==> config.mk <==
export PLATFORM = sky130hd
export DESIGN_NAME = hazard_ctrl
export DESIGN_NICKNAME = d
export VERILOG_FILES = /design/src/rtl/hazard_ctrl_pkg.sv /design/src/rtl/hz_shadow_stage.sv /design/src/rtl/hazard_ctrl.sv
export SDC_FILE = /design/constraint.sdc
export NUM_CORES = 1
export LEC_CHECK = 0
export ABC_CLOCK_PERIOD_IN_PS = 2700
export CAP_MARGIN = 20
export CORE_MARGIN = 3
export CORE_UTILIZATION = 56
export DETAILED_ROUTE_END_ITERATION = 7
export PLACE_DENSITY_LB_ADDON = 0.05
export SETUP_SLACK_MARGIN = 0.02
export SLEW_MARGIN = 10
export SYNTH_ARGS = -nofsm -noshare
export SYNTH_HDL_FRONTEND = slang
export SYNTH_HIERARCHICAL = 1
export SYNTH_SLANG_ARGS = --single-unit
==> constraint.sdc <==
create_clock -name clk -period 2.7 [get_ports clk]
set_clock_uncertainty 0.15 [all_clocks]
set_input_delay 0.54 -clock clk [delete_from_list [all_inputs] [get_ports clk]]
set_output_delay 0.54 -clock clk [all_outputs]
set_load 0.01 [all_outputs]
==> src/rtl/hazard_ctrl_pkg.sv <==
// Shared encodings for the hazard unit: operand-forward selects and the
// memory-wait FSM states. The execution-stage operand mux imports the same package.
package hazard_ctrl_pkg;

    typedef enum logic [1:0] {
        FWD_RF  = 2'b00,
        FWD_WB  = 2'b01,
        FWD_MEM = 2'b10
    } fwd_sel_e;

    typedef enum logic {
        ST_RUN     = 1'b0,
        ST_MEMWAIT = 1'b1
    } hz_state_e;

    // The younger producer (M) always wins over the older one (W).
    function automatic fwd_sel_e fwd_pick(input logic hit_m, input logic hit_w);
        fwd_sel_e sel;
        if (hit_m) begin
            sel = FWD_MEM;
        end else if (hit_w) begin
            sel = FWD_WB;
        end else begin
            sel = FWD_RF;
        end
        return sel;
    endfunction

endpackage

==> src/rtl/hz_shadow_stage.sv <==
// One pipeline-stage shadow of the register indices and controls the hazard
// unit tracks; instantiated for E, M and W.
module hz_shadow_stage
    import hazard_ctrl_pkg::*;
#(
    parameter int REGW = 5
) (
    input  logic            clk,
    input  logic            rst,
    input  logic            hold_i,
    input  logic            bubble_i,
    input  logic [REGW-1:0] rs1_i,
    input  logic [REGW-1:0] rs2_i,
    input  logic [REGW-1:0] rd_i,
    input  logic            regwrite_i,
    input  logic            load_i,
    input  logic            memwrite_i,
    output logic [REGW-1:0] rs1_o,
    output logic [REGW-1:0] rs2_o,
    output logic [REGW-1:0] rd_o,
    output logic            regwrite_o,
    output logic            load_o,
    output logic            memwrite_o
);

    localparam int SW = 3 * REGW + 3;

    logic [SW-1:0] stage_d;
    logic [SW-1:0] stage_q;

    // Next-state select: hold beats bubble beats normal advance.
    always_comb begin
        stage_d = stage_q;
        if (hold_i) begin
            stage_d = stage_q;
        end else if (bubble_i) begin
            stage_d = '0;
        end else begin
            stage_d = {rs1_i, rs2_i, rd_i, regwrite_i, load_i, memwrite_i};
        end
    end

    // Stage register with asynchronous clear.
    always_ff @(posedge clk or negedge rst) begin
        if (!rst) begin
            stage_q <= '0;
        end else begin
            stage_q <= stage_d;
        end
    end

    assign {rs1_o, rs2_o, rd_o, regwrite_o, load_o, memwrite_o} = stage_q;

endmodule

==> src/rtl/hazard_ctrl.sv <==
// Pipeline hazard unit: operand forwarding, load-use stall, branch flush and
// data-memory wait handling, driven from its own E/M/W shadow of the pipeline.
module hazard_ctrl
    import hazard_ctrl_pkg::*;
#(
    parameter int REGW = 5,
    parameter int CNTW = 8
) (
    input  logic            clk,
    input  logic            rst,
    input  logic [REGW-1:0] Rs1D,
    input  logic [REGW-1:0] Rs2D,
    input  logic [REGW-1:0] RdD,
    input  logic            RegWriteD,
    input  logic            ResultSrcD,
    input  logic            MemwriteD,
    input  logic            PCsrcE,
    input  logic            MemReadyM,
    output logic [1:0]      ForwardAE,
    output logic [1:0]      ForwardBE,
    output logic            StallF,
    output logic            StallD,
    output logic            StallE,
    output logic            FlushD,
    output logic            FlushE,
    output logic [CNTW-1:0] StallCount
);

    logic [REGW-1:0] e_rs1_s, e_rs2_s, e_rd_s;
    logic [REGW-1:0] m_rs1_s, m_rs2_s, m_rd_s;
    logic [REGW-1:0] w_rs1_s, w_rs2_s, w_rd_s;
    logic            e_rw_s, e_ld_s, e_mw_s;
    logic            m_rw_s, m_ld_s, m_mw_s;
    logic            w_rw_s, w_ld_s, w_mw_s;

    hz_state_e       state_d, state_q;
    logic [CNTW-1:0] cnt_d, cnt_q;

    logic mem_stall_s, lu_hit_s, branch_s, lu_s;
    logic stall_fd_s, stall_e_s, flush_d_s, flush_e_s;
    logic hit_am_s, hit_aw_s, hit_bm_s, hit_bw_s;
    logic unused_ok_s;

    hz_shadow_stage #(.REGW(REGW)) u_shadow_e (
        .clk(clk), .rst(rst), .hold_i(stall_e_s), .bubble_i(flush_e_s),
        .rs1_i(Rs1D), .rs2_i(Rs2D), .rd_i(RdD),
        .regwrite_i(RegWriteD), .load_i(ResultSrcD), .memwrite_i(MemwriteD),
        .rs1_o(e_rs1_s), .rs2_o(e_rs2_s), .rd_o(e_rd_s),
        .regwrite_o(e_rw_s), .load_o(e_ld_s), .memwrite_o(e_mw_s)
    );

    hz_shadow_stage #(.REGW(REGW)) u_shadow_m (
        .clk(clk), .rst(rst), .hold_i(stall_e_s), .bubble_i(1'b0),
        .rs1_i(e_rs1_s), .rs2_i(e_rs2_s), .rd_i(e_rd_s),
        .regwrite_i(e_rw_s), .load_i(e_ld_s), .memwrite_i(e_mw_s),
        .rs1_o(m_rs1_s), .rs2_o(m_rs2_s), .rd_o(m_rd_s),
        .regwrite_o(m_rw_s), .load_o(m_ld_s), .memwrite_o(m_mw_s)
    );

    hz_shadow_stage #(.REGW(REGW)) u_shadow_w (
        .clk(clk), .rst(rst), .hold_i(stall_e_s), .bubble_i(1'b0),
        .rs1_i(m_rs1_s), .rs2_i(m_rs2_s), .rd_i(m_rd_s),
        .regwrite_i(m_rw_s), .load_i(m_ld_s), .memwrite_i(m_mw_s),
        .rs1_o(w_rs1_s), .rs2_o(w_rs2_s), .rd_o(w_rd_s),
        .regwrite_o(w_rw_s), .load_o(w_ld_s), .memwrite_o(w_mw_s)
    );

    // Memory-wait FSM next state, plus stall/flush arbitration.
    always_comb begin
        state_d     = state_q;
        mem_stall_s = 1'b0;
        case (state_q)
            ST_RUN: begin
                if ((m_ld_s || m_mw_s) && !MemReadyM) begin
                    mem_stall_s = 1'b1;
                    state_d     = ST_MEMWAIT;
                end else begin
                    state_d     = ST_RUN;
                end
            end
            ST_MEMWAIT: begin
                if (MemReadyM) begin
                    state_d     = ST_RUN;
                end else begin
                    mem_stall_s = 1'b1;
                end
            end
            default: begin
                state_d = ST_RUN;
            end
        endcase

        lu_hit_s = e_ld_s && (e_rd_s != '0) && ((e_rd_s == Rs1D) || (e_rd_s == Rs2D));
        // A held E stage suppresses flushes; the branch re-presents once released.
        branch_s   = rst && PCsrcE && !mem_stall_s;
        lu_s       = rst && lu_hit_s && !mem_stall_s && !PCsrcE;
        stall_e_s  = rst && mem_stall_s;
        stall_fd_s = stall_e_s || lu_s;
        flush_d_s  = branch_s;
        flush_e_s  = branch_s || lu_s;
    end

    // Forward hit detection; x0 never forwards.
    always_comb begin
        hit_am_s = m_rw_s && (m_rd_s != '0) && (m_rd_s == e_rs1_s);
        hit_aw_s = w_rw_s && (w_rd_s != '0) && (w_rd_s == e_rs1_s);
        hit_bm_s = m_rw_s && (m_rd_s != '0) && (m_rd_s == e_rs2_s);
        hit_bw_s = w_rw_s && (w_rd_s != '0) && (w_rd_s == e_rs2_s);
        if (rst) begin
            ForwardAE = fwd_pick(hit_am_s, hit_aw_s);
            ForwardBE = fwd_pick(hit_bm_s, hit_bw_s);
        end else begin
            ForwardAE = FWD_RF;
            ForwardBE = FWD_RF;
        end
    end

    // Saturating stall-cycle counter next value.
    always_comb begin
        cnt_d = cnt_q;
        if (stall_fd_s && (cnt_q != {CNTW{1'b1}})) begin
            cnt_d = cnt_q + {{(CNTW-1){1'b0}}, 1'b1};
        end else begin
            cnt_d = cnt_q;
        end
    end

    // FSM state and counter registers.
    always_ff @(posedge clk or negedge rst) begin
        if (!rst) begin
            state_q <= ST_RUN;
            cnt_q   <= '0;
        end else begin
            state_q <= state_d;
            cnt_q   <= cnt_d;
        end
    end

    assign StallF     = stall_fd_s;
    assign StallD     = stall_fd_s;
    assign StallE     = stall_e_s;
    assign FlushD     = flush_d_s;
    assign FlushE     = flush_e_s;
    assign StallCount = cnt_q;

    assign unused_ok_s = ^{e_rw_s, e_mw_s, m_rs1_s, m_rs2_s, w_rs1_s, w_rs2_s, w_ld_s, w_mw_s};

endmodule

---- After elaboration in Yosys (flattened, before gate mapping) ----
Cells that the tools add are included.
operators by class
  $add $sub $neg .......................... 1
  multiply operators ...................... 0
  div/mod/pow operators ................... 0
  order comparisons ....................... 0
  eq/ne operators ......................... 7
  shift-type cells ........................ 0
  muxes and demuxes ....................... 10
  bitwise logic cells ..................... 1
  reduce and logical (&&, ||, !) cells .... 26
operators with widths
  kind                                          count
  == test 5 bit                                 6
  two-way mux 18 bit                            1
  logical AND 1 bit                             16
  nonzero test 5 bit                            3
  adder 8 x 1 -> 8 bit (second input constant)  1
  two-way mux 2 bit                             4
  != test 8 bit (second input constant)         1
  logical OR 1 bit                              4
  two-way mux 1 bit                             4
  zero test 1 bit                               3
  case mux 1 bit (2 select lines)               1
  NOT 1 bit                                     1
word-level totals
  register bits ........................... 43
  latch bits .............................. 0
  memory bits (writable) .................. 0
  bits in read-only memories .............. 0
  input port bits ......................... 22
  output and inout port bits .............. 17
  word-level logic and storage cells ...... 50
  memories kept ........................... 0

---- Longest topological paths before layout ----
Gate-level depths: netlist of run 1.
  depth in word-level cells ............... 9
  mapped depth ............................ 8
  mapped depth without buffers ............ 7

---- Modules after synthesis ----
Netlist of run 1, hierarchy kept.
by module, submodules not included
  module           times used  cells an instance  area each (um2)  seq. area each (um2)
  hz_shadow_stage  3           76                 754.5            450.4
  hazard_ctrl      1           97                 899.6            225.2

---- Worst setup path after synthesis of run 1 ----
OpenSTA, ideal clock, no wires.
  path type ............................... reg2out
  start point ............................. register u_shadow_m.stage_q[4]
  end point ............................... output ForwardAE[0]
  arrival time ............................ 1654 ps
  required time ........................... 2010 ps
  slack ................................... 356 ps
  stages on the path, launching flop included .. 5
  buffers on the path ..................... 0
  path through ............................ dfrtp_1 > or4_1 > o21ai_0 > nor4_1 > nor4_1
between the ends
  longest elaborated chain between the ends .. 5
  elaborated cells between the ends (all ways) .. 6
  classes of those cells .................. eq/ne (1); mux (2); reduce/logical (3)
ends and longest elaborated chain
  item                      line                   text
  start: declaration        hz_shadow_stage.sv:29  logic [SW-1:0] stage_q;
  start signal: assignment  hz_shadow_stage.sv:48  stage_q <= stage_d;
  nonzero test 5 bit        hazard_ctrl.sv:105     hit_am_s = m_rw_s && (m_rd_s != '0) && (m_rd_s == e_rs1_s);
  logical AND 1 bit         hazard_ctrl.sv:105
  logical AND 1 bit (*)     hazard_ctrl.sv:105
  two-way mux 2 bit (*)     hazard_ctrl_pkg.sv:19  if (hit_m) begin
  two-way mux 2 bit (*)     hazard_ctrl.sv:109     if (rst) begin
  end: declaration          hazard_ctrl.sv:19      output logic [1:0] ForwardAE,
Mark *: on every way between the ends. The rest lies on a longest branch, timed or not.

---- Worst setup path in the final report of run 1 ----
  start point ............................. register u_shadow_m.stage_q[7]
  end point ............................... output ForwardAE[1]
The elaborated chain is that of the path after synthesis.

==> impl_metrics.ini, run 1 <==
[drt]
route.detailed.vias_per_inst = 5.16
route.top_layer_used = met4
vias = 1811
detailroute.wirelength.met3_um = 199
avgRoutedWirePerCell_um = 13.6
routed_wl_um = 4770
remaining_drc_errors = 0
dr.first_iter.drc_count = 74
drt_first_pass_iters = 4
met2WireLength_um = 2290
route.layer.met1.wl_um = 2220
ant_nets = 0

[timing]
maxSlewHeadroom_pct = 61.9
final_hold_vio_count = 0
max_slew.worst_pin.slew_ns = 0.572
period_needed_ns = 2.62
hold_slack_ns = 0.0702
grt_setup_unrepaired = true
setup_viols_final = 0
timing_max_transition_violations_final = 0
maximum_clock_frequency_mhz = 381
finalCritPeriodShare_pct = 97.2

[critical_path]
critical_path.reg2reg.endpoint = u_shadow_e/stage_q[17]
critPathMaxFanout = 2
critical_path_class = register to output pin
worst-r2r-setup-slack_ns = 0.47
startpoint_type_of_the_worst_setup_path = register
r2r_cells = 7
worstSetupEndpointType = output pin
r2r_start = u_shadow_e/stage_q[4]
required_ns = 2.01
critPathArrivalTime_ns = 1.93

[place]
dp_cells = 339
place_hpwl_um = 3360
finalWeightedCongestion = 0.839
number_of_buffers_added_on_ports = 38

[power_and_ir_drop]
pwr_density_cell_nw_per_um2 = 621
ir_drop_v = 0.000368
swShare_pct = 29.9
cellLeakagePower_nw = 1.38
power.switching_w = 0.000553
cellInternalPower_w = 0.00130
comb_power_share_pct = 28.8
clock_power_share_pct = 27.2
sequentialPowerShare_pct = 44.0

[clock_network]
cts_num_sinks = 41
insertion_delay_of_the_later_clocked_pin_in_the_worst_skew_pair_ns = 0.29
cts_root_buffer = clkbuf_8
cts.reportedPaths.clkPinSlew_ns = 0.07
cts.htree.levels = 2
hold_buffers = 0
cts.path.max_buffers = 2
cts_inserted_buffers = 5
cts_tree = yes

[floorplan]
die_area_um2 = 4880
fp.coreArea_um2 = 3800
initial_core_utilization_pct = 60.1
floorplan.io_pins = 39
die-height_um = 69.8
rows = 22
x_dimension_of_the_die_um = 69.8

[grt]
grt_overflow_total = 0
grt_pass1_wl_um = 7720
via_count_of_the_first_global_routing_pass = 1712
grt_start_max_net_pins = 65
number_of_antenna_violations_at_the_first_check_in_global_routing = 0
gr-usage-all-layers_pct = 19.9

[layout]
nNetsFinal = 325
area_delta_synth_final_pct = 30.5
antennaDiodeCount = 0
drive_gt1_share_pct = 18.2
final_core_area_utilization_pct = 78.4
post_layout_nonfiller_instances = 351

[synth]
yosys_warnings = 6
synthesis.instances = 239
post_synth.cell_area_avg_um2 = 9.55
synth.cell_area_um2 = 2280

[job]
drv.max_cap_violation_count = 0

[outcome]
status = finished clean

[worst_hold_path]
hold_path.class = input port to asynchronous set/reset pin
worst max path at each step:
stage / slack (ns) / end / cells past startpoint / start
floorplan: 0.36 / ForwardAE[0] / 4 / u_shadow_m/stage_q[4]
global placement: -0.36 / StallD / 7 / Rs2D[2]
detailed placement: -0.37 / StallF / 7 / Rs2D[2]
CTS: 0.03 / StallE / 5 / MemReadyM
global route: -0.03 / ForwardAE[0] / 5 / u_shadow_w/stage_q[4]
finish: 0.08 / ForwardAE[1] / 5 / u_shadow_m/stage_q[7]
metrics by stage:
stage	power [W]	TNS (ns)	worst slack, ns	cell area, µm²
floorplan	0.00110	0	0.356	2320
global placement	0.00131	-1.16	-0.357	2790
detailed placement	0.00133	-1.15	-0.366	2790
CTS	0.00184	0	0.0292	2910
global route	0.00195	-0.0442	-0.0276	2980
finish	0.00185	0	0.0766	2980
routing by layer:
layer / GRT usage (%) / vias to the layer above
met5: 0 / -
met4: 6.60 / 0
met3: 6.52 / 8
met2: 31.8 / 42
met1: 25.5 / 849
li1: - / 912
cell usage in the layout, fill, tap and decap left out, types with 2 or more instances in the layout:
master            n
dfrtp_1          41
nand2_1          32
nand2b_1         31
o21ai_1          25
xor2_1           24
clkdlybuf4s50_1  21
buf_4            21
conb_1           12
xnor2_1          11
nand3_1           7
clkbuf_8          6
dlymetal6s2s_1    6
buf_2             6
o21ai_0           6
nor2_1            4
dlygate4sd2_1     4
nor4_2            3
or4_1             3
nor2b_1           3
or4_4             2
o21ai_4           2
nor2_2            2
nor3_2            2
o21a_1            2
and2_1            2
inv_1             2
nand4_1           2
buf_6             2
repair_timing:
| item | 4_1_cts | 5_1_grt |
|---|---|---|
| cloned | 0 | 0 |
| setup buffers | 1 | 3 |
| resized for setup | 33 | 15 |
| pin swaps | 6 | 13 |
| setup endpoints to repair | 7 | 5 |
worst max-delay path: stages (launching register included):
cell and delay, ns:
dfrtp_1 0.39, or4_4 0.56, o21ai_4 0.19, nor4_2 0.09, and2_1 0.15, dlygate4sd2_1 0.27
power by group through the flow:
stage,combinational [W],clock (W),sequential [W]
2_1_floorplan,0.000273,0,0.000826
3_3_place_gp,0.000491,0,0.000816
3_5_place_dp,0.000504,0,0.000823
4_1_cts,0.000516,0.000508,0.000812
5_1_grt,0.000581,0.000546,0.000826
6_report,0.000532,0.000503,0.000814
state kept, by name (all words and copies together), names as in the netlist:
register and cells:
state_q 1, u_shadow_w/stage_q 6, u_shadow_m/stage_q 8, u_shadow_e/stage_q 18, StallCount 8
area by class of cell:
cell class              count  area [µm²]
repair buffers             61         536
inverters                   2        7.51
clock buffers               7        86.3
flip-flops and latches     41        1030
well taps                  48        60.1
multi-input cells         191        1230
clock inverters             1        30.0
fillers                   280         821
Note: power is estimated with default switching activity, not from simulation.
==> run 2: changes to the inputs <==
Settings changed: CTS_CLUSTER_SIZE set to 16.
==> results of run 2 <==
The final DEF is identical to that of run 1; final timing and power are the same.
